### src/rtl/serial_link_pkg.sv
`default_nettype none
// ============================================================================
//  Module   : serial_link_pkg
//  Purpose  : Shared definitions for the pulse-width-coded serial LED link
//             (transmit arbiter and address-matching receivers).
//  Revision : 1.0 - initial release
// ============================================================================
package serial_link_pkg;

   // Frame field widths: byte = {addr, val}
   localparam int ADDR_W = 5;
   localparam int VAL_W  = 3;
   localparam int BYTE_W = ADDR_W + VAL_W;

   // Default line timing, in clock cycles
   localparam int SHORT_LEN_DEF = 3;   // spacing run for a '1' bit
   localparam int LONG_LEN_DEF  = 12;  // spacing run for a '0' bit
   localparam int GAP_LEN_DEF   = 3;   // marking run after every bit

   // Controller state encoding (shared with the receiver)
   localparam logic [1:0] ST_IDLE  = 2'd0;
   localparam logic [1:0] ST_SPACE = 2'd1;
   localparam logic [1:0] ST_MARK  = 2'd2;
   localparam logic [1:0] ST_DONE  = 2'd3;

   typedef logic [1:0] state_t;

   typedef struct packed {
      logic [ADDR_W-1:0] addr;
      logic [VAL_W-1:0]  val;
   } frame_t;

   // Spacing run length for one data bit
   function automatic logic [3:0] bit_len(input logic b,
                                          input int   short_len,
                                          input int   long_len);
      return b ? 4'(short_len) : 4'(long_len);
   endfunction

endpackage : serial_link_pkg
`default_nettype wire

### src/rtl/rr_arbiter.sv
`default_nettype none
// ============================================================================
//  Module   : rr_arbiter
//  Purpose  : Combinational winner selection among NREQ requesters. Searches
//             upward from ptr with wrap-around; returns one-hot grant + index.
//             With SERIAL_TX_FIXED_PRIO_EN defined, ptr is ignored and the
//             lowest requesting index always wins.
//  Revision : 1.0 - initial release
// ============================================================================
module rr_arbiter #(
   parameter int NREQ  = 4,
   parameter int IDX_W = $clog2(NREQ)
) (
   input  logic [NREQ-1:0]  req,
   input  logic [IDX_W-1:0] ptr,
   output logic [NREQ-1:0]  grant,
   output logic [IDX_W-1:0] idx
);

   logic [IDX_W-1:0] w_start;

`ifdef SERIAL_TX_FIXED_PRIO_EN
   logic w_unused_ptr;
   assign w_unused_ptr = ^ptr;
   assign w_start      = '0;
`else
   assign w_start = ptr;
`endif

   // First requester at or after the start index wins, wrapping past NREQ-1
   always_comb begin
      int  j;
      logic found;
      grant = '0;
      idx   = '0;
      found = 1'b0;
      j     = 0;
      for (int k = 0; k < NREQ; k++) begin
         j = int'(w_start) + k;
         if (j >= NREQ) j = j - NREQ;
         if (!found && req[j]) begin
            found    = 1'b1;
            grant[j] = 1'b1;
            idx      = IDX_W'(j);
         end
      end
   end

endmodule : rr_arbiter
`default_nettype wire

### src/rtl/serial_tx_arbiter.sv
`default_nettype none
// ============================================================================
//  Module   : serial_tx_arbiter
//  Purpose  : Shares one pulse-width-coded serial line among NREQ requesters.
//             Latches the winner's {addr,val} byte, sends it LSB first as
//             spacing runs (short = 1, long = 0) each followed by a marking
//             gap, then pulses ack to the winner.
//             Macro SERIAL_TX_FIXED_PRIO_EN: fixed priority, no RR pointer.
//  Revision : 1.0 - initial release
// ============================================================================
module serial_tx_arbiter
   import serial_link_pkg::*;
#(
   parameter int NREQ      = 4,
   parameter int SHORT_LEN = SHORT_LEN_DEF,
   parameter int LONG_LEN  = LONG_LEN_DEF,
   parameter int GAP_LEN   = GAP_LEN_DEF
) (
   input  logic                   clock,
   input  logic                   reset_,
   input  logic [NREQ-1:0]        req,
   input  logic [ADDR_W*NREQ-1:0] addr,
   input  logic [VAL_W*NREQ-1:0]  val,
   output logic [NREQ-1:0]        ack,
   output logic                   txd,
   output logic                   busy
);

   localparam int IDX_W = $clog2(NREQ);

   state_t            state_q,  state_d;
   logic [7:0]        shift_q,  shift_d;
   logic [2:0]        bitcnt_q, bitcnt_d;
   logic [3:0]        cnt_q,    cnt_d;
   logic [NREQ-1:0]   grant_q,  grant_d;

   logic [NREQ-1:0]   w_win_grant;
   logic [IDX_W-1:0]  w_win_idx;
   logic [IDX_W-1:0]  w_ptr;
   frame_t            w_win_frame;

`ifdef SERIAL_TX_FIXED_PRIO_EN
   logic w_unused_idx;
   assign w_unused_idx = ^w_win_idx;
   assign w_ptr        = '0;
`else
   logic [IDX_W-1:0]  ptr_q,  ptr_d;
   logic [IDX_W-1:0]  widx_q, widx_d;
   assign w_ptr = ptr_q;
`endif

   rr_arbiter #(
      .NREQ  (NREQ),
      .IDX_W (IDX_W)
   ) u_arb (
      .req   (req),
      .ptr   (w_ptr),
      .grant (w_win_grant),
      .idx   (w_win_idx)
   );

   assign w_win_frame.addr = addr[int'(w_win_idx)*ADDR_W +: ADDR_W];
   assign w_win_frame.val  = val[int'(w_win_idx)*VAL_W +: VAL_W];

   // Frame sequencer: grant, spacing/marking runs per bit, completion
   always_comb begin
      state_d  = state_q;
      shift_d  = shift_q;
      bitcnt_d = bitcnt_q;
      cnt_d    = cnt_q;
      grant_d  = grant_q;
`ifndef SERIAL_TX_FIXED_PRIO_EN
      ptr_d    = ptr_q;
      widx_d   = widx_q;
`endif
      case (state_q)
         ST_IDLE: begin
            if (|req) begin
               shift_d  = w_win_frame;
               grant_d  = w_win_grant;
               bitcnt_d = 3'd0;
               cnt_d    = bit_len(w_win_frame.val[0], SHORT_LEN, LONG_LEN);
               state_d  = ST_SPACE;
`ifndef SERIAL_TX_FIXED_PRIO_EN
               widx_d   = w_win_idx;
`endif
            end
         end
         ST_SPACE: begin
            if (cnt_q == 4'd1) begin
               cnt_d   = 4'(GAP_LEN);
               state_d = ST_MARK;
            end else begin
               cnt_d = cnt_q - 4'd1;
            end
         end
         ST_MARK: begin
            if (cnt_q == 4'd1) begin
               if (bitcnt_q == 3'd7) begin
                  state_d = ST_DONE;
               end else begin
                  shift_d  = {1'b0, shift_q[7:1]};
                  bitcnt_d = bitcnt_q + 3'd1;
                  cnt_d    = bit_len(shift_q[1], SHORT_LEN, LONG_LEN);
                  state_d  = ST_SPACE;
               end
            end else begin
               cnt_d = cnt_q - 4'd1;
            end
         end
         ST_DONE: begin
            state_d = ST_IDLE;
`ifndef SERIAL_TX_FIXED_PRIO_EN
            ptr_d   = (int'(widx_q) == NREQ - 1) ? '0 : widx_q + 1'b1;
`endif
         end
         default: state_d = ST_IDLE;
      endcase
   end

   // State registers; reset abandons any partial frame
   always_ff @(posedge clock) begin
      if (!reset_) begin
         state_q  <= ST_IDLE;
         shift_q  <= '0;
         bitcnt_q <= '0;
         cnt_q    <= '0;
         grant_q  <= '0;
`ifndef SERIAL_TX_FIXED_PRIO_EN
         ptr_q    <= '0;
         widx_q   <= '0;
`endif
      end else begin
         state_q  <= state_d;
         shift_q  <= shift_d;
         bitcnt_q <= bitcnt_d;
         cnt_q    <= cnt_d;
         grant_q  <= grant_d;
`ifndef SERIAL_TX_FIXED_PRIO_EN
         ptr_q    <= ptr_d;
         widx_q   <= widx_d;
`endif
      end
   end

   // Outputs decoded purely from registered state
   assign txd  = (state_q != ST_SPACE);
   assign busy = (state_q != ST_IDLE);
   assign ack  = (state_q == ST_DONE) ? grant_q : '0;

endmodule : serial_tx_arbiter
`default_nettype wire
### config.mk
export PLATFORM = sky130hd
export DESIGN_NAME = serial_tx_arbiter
export DESIGN_NICKNAME = d
export VERILOG_FILES = /design/src/rtl/serial_link_pkg.sv /design/src/rtl/rr_arbiter.sv /design/src/rtl/serial_tx_arbiter.sv
export SDC_FILE = /design/constraint.sdc
export NUM_CORES = 1
export LEC_CHECK = 0
export CORE_MARGIN = 2
export CORE_UTILIZATION = 51
export DETAILED_ROUTE_END_ITERATION = 16
export PLACE_DENSITY = 0.8
export RECOVER_POWER = 25
export SYNTH_ARGS = -nofsm -noshare
export SYNTH_HDL_FRONTEND = slang
export SYNTH_HIERARCHICAL = 1
export SYNTH_SLANG_ARGS = --single-unit
### constraint.sdc
create_clock -name clock -period 4.7 [get_ports clock]
set_clock_uncertainty 0.05 [all_clocks]
set_input_delay 0.94 -clock clock [delete_from_list [all_inputs] [get_ports clock]]
set_output_delay 0.94 -clock clock [all_outputs]
set_load 0.01 [all_outputs]
==> results of run 1 <==
-- through the flow --
stage	cells	hold WS, ns	util
final	300	0.4049	0.6775
after global routing	300	0.4448	0.6775
after CTS	300	0.4050	0.6815
after detailed placement	296	0.3931	0.6624
after global placement	296	0.3889	0.6624
after floorplan	212	0.3817	-
-- critical path, cell delays in order --
cell and delay (ns):
dlygate4sd3_1 0.63, mux4_2 0.53, nor2_1 0.13, nor2_1 0.06, o31ai_2 0.50, buf_4 0.27
mux4_2 0.53, a21oi_2 0.20, a221oi_1 0.10
-- area by class of cell --
cell class,count,area [µm²]
Clock buffer,3,41.29
Clock inverter,1,30.03
Fill cell,309,1207
Inverter,11,41.29
Multi-Input combinational cell,167,1430
Sequential cell,24,480.5
Tap cell,48,60.06
Timing Repair Buffer,46,452.9
-- cell families (layout without fill, tap and decap cells) --
family	count (synthesis)	count (layout)	share of synthesized area
AOI/OAI and AO/OA	65	65	0.2197
buffers and inverters	21	61	0.05012
adders and majority gates	18	18	0.1114
muxes	24	24	0.1955
xor gates and xnor gates	1	1	0.004332
and+or+nand+nor	59	59	0.1813
DFF	24	24	0.2376
-- state kept, by name, indices dropped and copies added (netlist names) --
name / cells
bitcnt_q: 3
cnt_q: 4
grant_q: 4
ptr_q: 2
shift_q: 7
state_q: 2
widx_q: 2
-- layer usage --
layer	up-vias	share of wire
li1	892	-
met1	809	0.47
met2	32	0.50
met3	5	0.024
met4	0	0.012
met5	-	0
-- where the power goes --
group,switching (W),internal (W)
clock network,0.0000722,0.000114
registers,0.0000630,0.000263
logic,0.000339,0.000316
total,0.000475,0.000693
-- worst max-delay path by stage --
stage	start	to	slack (ns)	depth (start not counted)
finish	req[1]	cnt_q[0]	0.88	9
global route	req[1]	cnt_q[1]	0.67	9
CTS	req[3]	cnt_q[0]	0.90	7
detailed placement	req[3]	cnt_q[0]	0.60	7
global placement	req[3]	cnt_q[1]	0.69	7
floorplan	ptr_q[0]	cnt_q[0]	1.45	12
-- cells in the final DEF, fill, tap and decap left out, types with 3 or more instances in the layout --
master           instances
mux2i_1                 11
and3_1                   3
a211oi_1                 7
nor2_1                  11
mux4_2                  11
o21ai_0                  7
nand2_1                 19
a22oi_1                  9
clkdlybuf4s50_1         41
a21oi_1                 17
ha_1                    18
inv_1                   10
o21ai_1                  6
clkbuf_8                 3
and2_1                   5
buf_4                    3
dfxtp_1                 24
==> flow_metrics.tcl, run 1 <==
set metrics [dict create \
    status "finished clean" \
    die_w_um 66.97 \
    pre_cts_slack_ns 0.6035 \
    clkSinkCount 24 \
    clock_latency_ns 0.27 \
    startpoint_type "input port" \
    synth_area_leader_cell "dfxtp_1" \
    grt_pass1_vias 1638 \
    drtIter0Drc 97 \
    worst_hold_startpoint "grant_q[0]" \
    tightest_slew_ns 1.192 \
    num_antenna_cells 0 \
    yosysSeqAreaShare 0.2376 \
    busiest_layer "met2" \
    place_congestion 0.8004 \
    fmax_mhz 261.6 \
    grtUsageMet2 0.3613 \
    holdPathEnd "grant_q[0]" \
    final.min_clock_period_ns 3.822 \
    r2r_cells 10 \
    synth_cells 212 \
    end_kind "flop" \
    dieArea_um2 4484 \
    hold_viol_final 0 \
    syn_nets 268 \
    clk_pin_slew_ns 0.09 \
    drive_gt1_frac 0.1190 \
    holdPathStages 2 \
    dr_total_vias 1738 \
    r2r_setup_slack_ns 0.94 \
    cap_violations 0 \
    syn_to_final_growth_pct 25.43 \
    setup_violations 0 \
    gr-usage-met1 0.2830 \
    clockBufferDepth 2 \
    num_io_pins 44 \
    wirelength_um 4317 \
    placed_area_um2 2480 \
    grt_pass1_wl_um 7438 \
    fp.dieH_um 66.97 \
    path_max_fanout 8 \
    fin_nets 309 \
    grt.overflow.total 0 \
    worstPathRequired_ns 4.78 \
    hold_class "reg2reg" \
    syn_area_um2 2022 \
    dp_hpwl_um 3259 \
    synth_common_cells "dfxtp_1 (24), nand2_1 (19), ha_1 (18), a21oi_1 (17)" \
    start_util 0.5401 \
    finalSetupTns_ns 0 \
    fin_crit_sh 0.8132 \
    syn_area_per_cell_um2 9.537 \
    worst_slack_ns 0.8778 \
    dr.pass1.iters 4 \
    power_w 0.001168 \
    synthFlopType "dfxtp_1" \
    rsz0062_at_grt "no" \
    synthArstFlopShare 0 \
    grt_max_degree 23 \
    vias_per_cell 5.793 \
    slew-limit-headroom 0.1981 \
    htree_levels 1 \
    grt_usage 0.2112 \
    vdd_ir_drop_max_mv 0.1825 \
    reg2reg_to "cnt_q[0]" \
    ctsResizeCount 0 \
    cts_tree "yes" \
    synth_most_common_cell "dfxtp_1" \
    cts_buffers 3 \
    ant_nets 0 \
    r2r-start "ptr_q[0]" \
    routedWlPerCell_um 14.39 \
    critPathKind "in2reg" \
    postCtsHoldBufs 0 \
    fin_area_um2 2536 \
    synth_cell_types 55 \
    crit_arrival_ns 3.90 \
    yosysWarnings 6 \
    gr-usage-met3 0.02365 \
    synth_top_area_share 0.2376 \
    powerDensity_nw_per_um2 460.3 \
    synth-edff-count 0 \
    core_area_um2 3744 \
    cts_root_buffer "clkbuf_8" \
    antenna_found_initial 0 \
    cts_setup_buffers 0 \
    drc_errors 0 \
    synth.ff_latch_count 24 \
    port_buffers 43 \
    report.final.slew_viol_count 0 \
    p_leak_nw 0.9244 \
    row_count 22 \
    synth.area.top_cells "dfxtp_1 (24%), mux4_2 (12%), ha_1 (11%), mux2i_1 (5.4%), a21oi_1 (4.2%)" \
]
Power figures use the tool's default switching activity.
==> inputs of run 2 (changes only) <==
- CORE_UTILIZATION: 51 -> 46
- PLACE_DENSITY: 0.8 -> 0.76
- clock period: 4.7 -> 3.4 ns (I/O delays scaled with it)
==> flow_metrics.tcl, run 2 (synthesized netlist as in run 1, its figures left out) <==
set metrics [dict create \
    postCtsHoldBufs 0 \
    rsz0062_at_grt "no" \
    vdd_ir_drop_max_mv 0.2460 \
    fmax_mhz 311.9 \
    syn_to_final_growth_pct 28.71 \
    final.min_clock_period_ns 3.206 \
    holdWs_ns 0.4027 \
    top_register "shift_q" \
    swShare 0.4127 \
    dr.pass1.iters 4 \
    fp.dieH_um 70.30 \
    critPathKind "in2reg" \
    slew-limit-headroom 0.2836 \
    pwr-share-clk 0.123 \
    vias_per_cell 5.670 \
    slowest_delay_ns 0.52 \
    port_buffers 43 \
    dr_total_vias 1786 \
    grt_pass1_wl_um 7652 \
    setup_violations 0 \
    start_util 0.4709 \
    combPwrFrac 0.592 \
    crit_arrival_ns 3.27 \
    fin_crit_sh 0.9430 \
    grt_usage 0.1858 \
    drtIter0Drc 85 \
    cts_setup_buffers 0 \
    num_antenna_cells 0 \
    crit_family "multiplexers" \
    row_count 24 \
    grt.overflow.total 0 \
    drive_gt1_frac 0.1521 \
    top_regs "shift_q x7, cnt_q x4, grant_q x4" \
    status "finished clean" \
    wirelength_um 4293 \
    largest_register_ffs 7 \
    antenna_found_initial 0 \
    cap_violations 0 \
    p_leak_nw 0.9682 \
    cts_root_buffer "clkbuf_8" \
    dp_hpwl_um 3335 \
    report.final.slew_viol_count 0 \
    drc_errors 0 \
    grt_pass1_vias 1745 \
    die_w_um 70.30 \
    dieArea_um2 4942 \
    seqPwrFrac 0.285 \
    p_switching_w 0.0006449 \
    place_congestion 0.8476 \
    path_max_fanout 9 \
    num_io_pins 44 \
    clk_pin_slew_ns 0.08 \
    startpoint_type "input port" \
    grt_max_degree 23 \
    hold_class "reg2reg" \
    hold_viol_final 0 \
    utilization 0.6061 \
    clockBufferDepth 2 \
    crit_buf_inv 3 \
    final_cell_mix "clkdlybuf4s50_1 (41), dfxtp_1 (24), nand2_1 (19)" \
    routedWlPerCell_um 13.63 \
    end_kind "flop" \
    cts_tree "yes" \
    clkSinkCount 24 \
    powerDensity_nw_per_um2 600.4 \
    cts_buffers 3 \
    p_int_w 0.0009178 \
    layout_commonest_cell "clkdlybuf4s50_1" \
    core_area_um2 4294 \
    path_cells "clkdlybuf4s50_1 > buf_4 > mux4_2 > nor2b_4 > o21ai_1 > and3_1 > o22ai_1 > buf_4 > mux4_2 > a21oi_2 > a221oi_1" \
    fin_nets 320 \
    worstPathRequired_ns 3.46 \
    clock_latency_ns 0.26 \
    htree_levels 1 \
    crit_slowest_cell "mux4_2" \
    ant_nets 0 \
    tightest_slew_ns 1.065 \
]
run 2: worst reg2reg max path, delay by kind of cell, from the launching register on:
family / cells / cell delay, ns
simple gates: 2 / 0.39
mux: 2 / 0.74
compound gates: 4 / 0.51
buf+inv: 2 / 0.38
flops: 1 / 0.48
fa+ha+maj: 1 / 0.45
run 2: metrics by stage:
| stage | power, W | setup WS, ns | TNS [ns] | area (µm²) | std cells |
|---|---|---|---|---|---|
| after global placement | 0.001375 | -0.1633 | -1.181 | 2567 | 311 |
| final | 0.001563 | 0.1937 | 0 | 2603 | 315 |
| after floorplan | 0.001149 | 0.1470 | 0 | 2022 | 212 |
| after detailed placement | 0.001396 | -0.2382 | -1.439 | 2567 | 311 |
| after global routing | 0.001704 | 0.03474 | 0 | 2603 | 315 |
| after CTS | 0.001587 | 0.05141 | 0 | 2623 | 315 |
run 2: final cells by class:
class / instances / area [µm²]
sequential: 24 / 480.5
fill: 382 / 1692
multi-input combinational: 167 / 1425
inverter: 11 / 41.29
timing repair buffer: 57 / 535.5
clock buffer: 4 / 55.05
tap: 52 / 65.06
run 2: repair_timing:
item / 4_1_cts / 5_1_grt
resized for setup: 0 / 1
endpoints found under the setup margin: 0 / 7
hold endpoints to repair: 0 / 0
run 2: worst paths after layout:
path	depth (start not counted)	endpoint	slack, ns	startpoint
min	2	grant_q[1]	0.40	grant_q[1]
min reg2reg	2	grant_q[1]	0.40	grant_q[1]
max	11	cnt_q[1]	0.19	req[2]
max reg2reg	11	cnt_q[1]	0.25	ptr_q[1]
run 2: per-layer routing:
| metal | share of wire | vias up | global-route usage |
|---|---|---|---|
| met1 | 0.48 | 824 | 0.2538 |
| met3 | 0.034 | 4 | 0.01876 |
| met5 | 0 | - | 0 |
| met2 | 0.48 | 45 | 0.3082 |
| li1 | - | 913 | - |
| met4 | 0.010 | 0 | 0.05769 |
run 2: power by group through the flow:
stage	logic, W	registers (W)	clock network (W)
final	0.000925	0.000445	0.000192
after global routing	0.00104	0.000461	0.000204
after CTS	0.000948	0.000444	0.000195
after detailed placement	0.000947	0.000450	0
after global placement	0.000927	0.000448	0
after floorplan	0.000725	0.000423	0
==> inputs of run 3 (changes only) <==
- TNS_END_PERCENT: unset -> 100
==> results of run 3 <==
The final DEF is identical to that of run 2; final timing and power are the same.
==> RTL edit, RTL diff (flow settings as in run 2) <==
Put a register stage on the output `txd`, without a reset. The value now appears one clock later. The other outputs are not delayed to match.
--- a/src/rtl/serial_tx_arbiter.sv
+++ b/src/rtl/serial_tx_arbiter.sv
@@ -144,7 +144,9 @@
    end
 
    // Outputs decoded purely from registered state
-   assign txd  = (state_q != ST_SPACE);
+   always_ff @(posedge clock) begin
+      txd <= (state_q != ST_SPACE);
+   end
    assign busy = (state_q != ST_IDLE);
    assign ack  = (state_q == ST_DONE) ? grant_q : '0;
 
Check against the original RTL: not equivalent (a bounded check fails within 4 cycles, from zero or initial values and one cycle with reset_ low).
==> RTL edit against run 2 <==
Via count is 2.1% higher; sequential cell count rose by 1; routed wire length is 2.9% higher; largest power group unchanged; final cell count down 0.32%; power is 0.82% higher; global-route usage increased by 0.47 points; combinational power grew 0.9%; final area is 0.48% higher; synthesized cell count up 0.47%; critical endpoint is now cnt_q[0]$_SDFFE_PN0P_; synthesized area up 0.99%; worst setup slack better by 0.074 ns.
==> RTL edit: results <==
export IMPL_status="finished, final reports clean"
export IMPL_grt_pass1_vias=1833
export IMPL_swShare_pct=41.88
export IMPL_ys_top_cells_by_count="dfxtp_1, nand2_1, ha_1"
export IMPL_hp_start="grant_q[2]$_SDFFE_PN0P_"
export IMPL_synthTopCellsByArea="dfxtp_1, mux4_2, ha_1, mux2i_1, a21oi_1"
export IMPL_p_leak_nw=0.9620
export IMPL_timing_rr_end="cnt_q[0]$_SDFFE_PN0P_"
export IMPL_drive_gt1_share_pct=14.50
export IMPL_worst_ir_drop_vdd_uv=240.6
export IMPL_grt_first_pass_wirelength_mm=8.010
export IMPL_hpwlAfterDp_mm=3.371
export IMPL_fill_cells=384
export IMPL_r2r_cells=10
export IMPL_rrSetupSlack_ns=0.45
export IMPL_place_gp_congestion=0.7975
export IMPL_routedWlPerCell_um=14.07
export IMPL_worst_endpoint_arrival_ns=3.21
export IMPL_synth_area_per_cell_um2=9.587
export IMPL_viasPerCell=5.809
export IMPL_grt_usage_pct=19.04
export IMPL_synth_nets=269
export IMPL_min_to="grant_q[2]$_SDFFE_PN0P_"
export IMPL_top_register="shift_q"
export IMPL_ys_seq_area_share_pct=24.51
export IMPL_worst_path_largest_cell_delay_ns=0.52
export IMPL_drtIter0Drc=86
export IMPL_crit_buf_inv=2
export IMPL_max_slew_margin_rel_pct=45.85
RTL edit: worst min-delay path: stages, from the launching register on:
cell and delay, ns:
dfxtp_1 0.31, nand2_1 0.05, a21oi_1 0.05
RTL edit: kinds of logic after synthesis:
| kind of cell | after synthesis | share of synthesized area [%] |
|---|---|---|
| and+or+nand+nor | 59 | 17.95 |
| DFF | 25 | 24.51 |
| AOI/OAI and AO/OA | 65 | 21.75 |
| adders and majority gates | 18 | 11.03 |
| buffers and inverters | 21 | 4.963 |
| xor gates and xnor gates | 1 | 0.4290 |
| muxes | 24 | 19.36 |
RTL edit: stage by stage:
step	setup slack (ns)	power (mW)	hold slack (ns)
final	0.2681	1.575	0.4058
after global routing	0.1347	1.722	0.4301
after CTS	0.3643	1.613	0.4085
after detailed placement	0.06023	1.426	0.3967
after global placement	0.1241	1.400	0.3920
after floorplan	0.1470	1.168	0.3817
RTL edit: how the worst max path moves through the flow:
stage,from,to,slack [ns],cells after the start
after floorplan,ptr_q[0]$_SDFFE_PN0N_,cnt_q[0]$_SDFFE_PN0P_,0.15,12
after detailed placement,req[1],cnt_q[1]$_SDFFE_PN0P_,0.06,9
final,req[1],cnt_q[0]$_SDFFE_PN0P_,0.27,9
after global placement,req[1],cnt_q[1]$_SDFFE_PN0P_,0.12,9
after global routing,req[2],cnt_q[0]$_SDFFE_PN0P_,0.13,9
after CTS,req[1],cnt_q[1]$_SDFFE_PN0P_,0.36,9
RTL edit: cell type report:
cell class	instances	share of cell area, %
sequential	25	19.14
clock buffer	3	1.579
tap	52	2.488
multi-input combinational	167	54.55
timing repair buffer	55	20.38
inverter	11	1.579
clock inverter	1	0.2871
RTL edit: routing by layer:
layer	wire [µm]	vias up	track usage, %
met5	0	-	0
met4	45	0	4.612
met3	124	4	2.279
met2	2210	34	33.33
met1	2039	879	25.22
li1	-	907	-
RTL edit: power groups by stage:
stage / sequential, mW / combinational [mW] / clock, mW
after CTS: 0.462 / 0.966 / 0.185
final: 0.461 / 0.933 / 0.181
after detailed placement: 0.467 / 0.959 / 0
after global placement: 0.464 / 0.936 / 0
after floorplan: 0.446 / 0.721 / 0
after global routing: 0.476 / 1.05 / 0.200
